==> src/rtl/up_down_mod_counter_pkg.sv <==
// Shared definitions for the up/down modulo counter slice.
//   DIR_UP / DIR_DOWN : encoding of the direction output and bounce state
//   WIDTH_MIN/MAX     : legal range of the WIDTH parameter
package up_down_mod_counter_pkg;

  localparam int unsigned WIDTH_MIN = 2;
  localparam int unsigned WIDTH_MAX = 16;

  typedef enum logic {
    DIR_DOWN = 1'b0,
    DIR_UP   = 1'b1
  } dir_e;

endpackage

==> src/rtl/up_down_mod_next.sv <==
// Combinational next-count logic for up_down_mod_counter.
// Ports:
//   data      current count
//   m         effective maximum (modulus - 1)
//   dir       current direction / bounce state
//   up        requested direction in linear mode
//   bounce    1 = ping-pong mode, 0 = linear mode
//   next_data count after one enabled step
//   next_dir  direction after one enabled step
//   tc        terminal-count flag for this step
module up_down_mod_next
  import up_down_mod_counter_pkg::*;
#(
  parameter int unsigned WIDTH = 4
) (
  input  logic [WIDTH-1:0] data,
  input  logic [WIDTH-1:0] m,
  input  dir_e             dir,
  input  logic             up,
  input  logic             bounce,
  output logic [WIDTH-1:0] next_data,
  output dir_e             next_dir,
  output logic             tc
);

  localparam logic [WIDTH-1:0] ONE = WIDTH'(1);

  always_comb begin
    next_data = data;
    next_dir  = dir;
    tc        = 1'b0;

    if (!bounce) begin
      next_dir = up ? DIR_UP : DIR_DOWN;
    end

    if (m == '0) begin
      // Single-state modulus: every step is a terminal count, no turn.
      next_data = '0;
      tc        = 1'b1;
    end else if (!bounce) begin
      if (up) begin
        if (data < m) begin
          next_data = data + ONE;
        end else begin
          next_data = '0;
          tc        = 1'b1;
        end
      end else begin
        if (data == '0) begin
          next_data = m;
          tc        = 1'b1;
        end else if (data > m) begin
          next_data = m;
        end else begin
          next_data = data - ONE;
        end
      end
    end else if (dir == DIR_UP) begin
      if (data < m) begin
        next_data = data + ONE;
      end else begin
        next_data = m - ONE;
        next_dir  = DIR_DOWN;
        tc        = 1'b1;
      end
    end else begin
      if (data > m) begin
        next_data = m;
      end else if (data != '0) begin
        next_data = data - ONE;
      end else begin
        next_data = ONE;
        next_dir  = DIR_UP;
        tc        = 1'b1;
      end
    end
  end

endmodule

==> src/rtl/up_down_mod_counter.sv <==
// Up/down modulo-N counter with optional ping-pong (bounce) mode.
// Define UP_DOWN_MOD_COUNTER_BOUNCE_EN to enable bounce mode; otherwise the
// bounce port is present but ignored and only linear counting exists.
// Ports:
//   clk       rising-edge clock
//   reset     asynchronous active-high reset (data=0, tc=0, dir=1)
//   en        count enable
//   up        linear-mode direction (1 = up)
//   bounce    1 = ping-pong mode
//   N         modulus, 0 means 2^WIDTH
//   load      synchronous load strobe (beats en)
//   load_val  value to load, clamped to N-1
//   data      registered count
//   tc        registered terminal-count pulse
//   dir       registered current direction
module up_down_mod_counter
  import up_down_mod_counter_pkg::*;
#(
  parameter int unsigned WIDTH = 4
) (
  input  logic             clk,
  input  logic             reset,
  input  logic             en,
  input  logic             up,
  input  logic             bounce,
  input  logic [WIDTH-1:0] N,
  input  logic             load,
  input  logic [WIDTH-1:0] load_val,
  output logic [WIDTH-1:0] data,
  output logic             tc,
  output logic             dir
);

  localparam logic [WIDTH-1:0] ONE = WIDTH'(1);

  logic [WIDTH-1:0] data_q, data_d, step_data, m;
  logic             tc_q, tc_d, step_tc, mode;
  dir_e             dir_q, dir_d, step_dir;

`ifdef UP_DOWN_MOD_COUNTER_BOUNCE_EN
  assign mode = bounce;
`else
  assign mode = bounce & 1'b0;
`endif

  // N=0 wraps to all-ones, which is exactly 2^WIDTH-1.
  assign m = N - ONE;

  up_down_mod_next #(
    .WIDTH(WIDTH)
  ) u_next (
    .data     (data_q),
    .m        (m),
    .dir      (dir_q),
    .up       (up),
    .bounce   (mode),
    .next_data(step_data),
    .next_dir (step_dir),
    .tc       (step_tc)
  );

  always_comb begin
    data_d = data_q;
    tc_d   = 1'b0;
    dir_d  = dir_q;
    if (load) begin
      data_d = (load_val > m) ? m : load_val;
    end else if (en) begin
      data_d = step_data;
      tc_d   = step_tc;
      dir_d  = step_dir;
    end else if (!mode) begin
      // Linear mode tracks up even while idle so bounce starts from it.
      dir_d = up ? DIR_UP : DIR_DOWN;
    end
  end

  always_ff @(posedge clk or posedge reset) begin
    if (reset) begin
      data_q <= '0;
      tc_q   <= 1'b0;
      dir_q  <= DIR_UP;
    end else begin
      data_q <= data_d;
      tc_q   <= tc_d;
      dir_q  <= dir_d;
    end
  end

  assign data = data_q;
  assign tc   = tc_q;
  assign dir  = dir_q;

endmodule

==> config.mk <==
export PLATFORM = sky130hd
export DESIGN_NAME = up_down_mod_counter
export DESIGN_NICKNAME = d
export VERILOG_FILES = /design/src/rtl/up_down_mod_counter_pkg.sv /design/src/rtl/up_down_mod_next.sv /design/src/rtl/up_down_mod_counter.sv
export SDC_FILE = /design/constraint.sdc
export NUM_CORES = 1
export LEC_CHECK = 0
export BUFFER_PORTS_ARGS = -buffer_cell sky130_fd_sc_hd__buf_4
export CORE_MARGIN = 2
export CORE_UTILIZATION = 51
export CTS_CLUSTER_DIAMETER = 60
export DETAILED_ROUTE_END_ITERATION = 8
export GPL_TIMING_DRIVEN = 0
export PLACE_DENSITY = 0.76
export SYNTH_ARGS = -nofsm -noshare
export SYNTH_HDL_FRONTEND = slang
export SYNTH_SLANG_ARGS = --single-unit
==> constraint.sdc <==
create_clock -name clk -period 3.9 [get_ports clk]
set_clock_uncertainty 0.2 [all_clocks]
set_input_delay 0.585 -clock clk [delete_from_list [all_inputs] [get_ports clk]]
set_output_delay 0.585 -clock clk [all_outputs]
set_load 0.02 [all_outputs]
==> results.ini <==
[critical_path]
worst-path-max-fanout=9
r2r-start=data[2]
crit_start=N[0]
cp-start-kind=primary input
timing.critical_path.arrival_ns=3.08
r2r-end=data[1]
worst_reg2reg_setup_slack_ns=1.45
req_time_crit_path_ns=3.83
critPathCapture=data[1]
worstSetupEndpointType=flip-flop
ff2ff_path_depth=7
timing_worst_setup_path_type=in -> reg

[clock_network]
cts_setup_buffers=0
holdBufCountCts=0
numCtsBuffers=3
post_cts.resized_instances=0
clk_pin_slew_worst_paths_ns=0.05
clock_sink_count=6
cts_buffer_depth=2
cts_htree_levels=1
buffer_cell_driving_the_clock_tree_root=clkbuf_4
worstSkewPairLatency_ns=0.25
cts_tree=done

[die]
floorplan.die.width_um=45.59
fp.dieH_um=45.59
initial_utilization_pct=52.81
row_count=15
fp.dieArea_um2=2078
num_io_pins=20
core_area_um2=1670

[yosys]
sequential_area_share_after_synthesis_pct=17.16
synth_warnings=0
synth.distinct_cells=44
mappedNetlistNets=139
netlist_area_um2=882.1
dominant_combinational_cell_family_by_area_after_synthesis=compound AO/OA/AOI/OAI gates
synth_cells=114
synth_enable_flop_cells=0
cells_taking_the_most_area_after_synthesis=ha_1 (16%), dfrtp_1 (14%), o21ai_0 (6.8%), a21oi_1 (5.7%), inv_1 (3.8%)
synth-adder-area-share_pct=16.74
synth_mux_area_share_pct=3.688
synth-main-ff-cell=dfrtp_1
ys_async_sr_fraction_pct=100.0
synth_simple_gate_area_share_pct=23.55
synth_compound_area_share_pct=29.22
post-synth-top-area-cell=ha_1
synth_top_cell_area_share_pct=15.60
ys_top_cells_by_count=o21ai_0 (12), ha_1 (11), a21oi_1 (10)
ys_seq_elements=6
synth_xor_xnor_area_share_pct=2.979
post-synth-top-count-cell=o21ai_0
synth_area_per_cell_um2=7.738

[route]
num_vias=929
drtIter0Drc=24
route.final.wire_length_mm=2.147
drc_errors=0
postRouteAntennaNets=0
drt_first_pass_iters=4
routedWlPerCell_um=14.13
vias_per_cell=6.112

[pwr]
cellInternalPower_uw=228.8
share_comb_of_total_power_pct=61.9
power.share.sequential_pct=23.8
power.leakage_uw=0.0004861
power_density_nw_per_um2=402.1
switching_power_uw=196.3
switching_share_pct=46.18
power_frac_clock_pct=14.4
design_power_total_uw=425.1
worst_ir_drop_vdd_v=0.0003176

[timing]
finalWorstSetupSlack_ns=0.7505
setup_viol_count_final=0
max_clock_freq_mhz=317.5
final_period_minus_worst_setup_slack_ns=3.149
finalSetupTns_ns=0
timing_worst_slew_pin_value_ns=0.4278
final.hold.worst_slack_ns=0.04629
final-hold-violation-count=0
rsz_0062_raised_after_global_routing=false
finalCritPeriodShare_pct=80.76
final-max-slew-violation-count=0
timing.max_slew.rel_slack_pct=71.48

[finish]
num_antenna_cells=0
layout-area-overhead-vs-synth_pct=19.86
final.fill_count=158
post-route-util_pct=63.30
layout-drive-gt1-share_pct=23.70
finalNetCount=161

[grt]
antenna_found_initial=0
grt_start_max_net_pins=11
number_of_global_route_vias_before_repair=844
global_route_wire_length_before_repair_mm=3.746
grt_overflow=0
globalRouteTotalUtil_pct=24.53

[placement]
dp_slack_ns=0.5591
io_buffer_count=17
place_hpwl_mm=1.760
finalWeightedCongestion=0.9010

[outcome]
outcome=completed

[run]
cap_viol_max_count=0

[worst_hold_path]
hold_path.class=in -> async

## layout by cell type (no fill, tap or decap), types with 2 or more instances in the layout
master	n
nand2_1	9
o311ai_1	2
nor2b_1	3
buf_4	19
xor2_1	2
o22ai_1	3
dfrtp_1	5
inv_1	9
ha_1	11
clkbuf_4	3
or3_1	2
nand3_1	6
mux2_2	2
o21ai_0	12
a21oi_1	10
nor2_1	4
nor3_1	3
nand2b_1	2
## worst min-delay path by stage
| stage | startpoint | to | slack, ns | depth (start not counted) |
|---|---|---|---|---|
| 2_1_floorplan | reset | data[0] | 0.18 | 1 |
| 3_3_place_gp | dir | dir | 0.29 | 2 |
| 3_5_place_dp | dir | dir | 0.29 | 2 |
| 4_1_cts | reset | data[2] | 0.05 | 2 |
| 5_1_grt | reset | data[2] | 0.05 | 2 |
| 6_report | reset | data[2] | 0.05 | 2 |
## routing by layer
layer  track usage (%)  wire length, µm
met3             6.349               98
met4             1.176                0
met2             38.87             1062
met5                 0                0
met1             34.94              986
## logic make-up after synthesis
group	count (synthesis)
flip-flops	6
XOR/XNOR	3
AND/OR/NAND/NOR	38
adder cells (fa/ha/maj)	12
multiplexers	3
buffers and inverters	13
AO/OA/AOI/OAI	39
## flip-flops by register name (all words and copies together) (netlist names)
signal and flops:
data 4, tc 1, dir 1
## stage by stage
| stage | instances | instance area [µm²] |
|---|---|---|
| final | 152 | 1057 |
| after CTS | 152 | 1057 |
| after floorplan | 114 | 882.1 |
| after detailed placement | 148 | 1031 |
| after global placement | 148 | 1031 |
| after global routing | 152 | 1057 |
## worst max-delay path: stages
cell	delay, ns
buf_4	0.14
inv_1	0.14
ha_1	0.22
xor2_1	0.24
inv_1	0.12
ha_1	0.31
a21oi_1	0.28
a21oi_1	0.18
o22ai_1	0.35
a21oi_1	0.13
a311o_1	0.28
o311ai_1	0.08
## power by group through the flow
| stage | logic, µW | registers [µW] | clock network [µW] |
|---|---|---|---|
| after global routing | 297 | 104 | 69.5 |
| after global placement | 257 | 102 | 0 |
| after CTS | 263 | 101 | 62.9 |
| final | 263 | 101 | 61.1 |
| after detailed placement | 262 | 101 | 0 |
| after floorplan | 173 | 111 | 0 |
## cell type report
class                           count  area (µm²)  share of cell area (%)
Tap cell                           17       21.27                   2.012
Sequential cell                     6       151.4                   14.32
Clock buffer                        4       26.28                   2.485
Buffer                              2       15.01                   1.420
Inverter                           11       43.79                   4.142
Timing Repair Buffer               17       127.6                   12.07
Multi-Input combinational cell     95       671.9                   63.55
(Power assumes the default switching activity.)
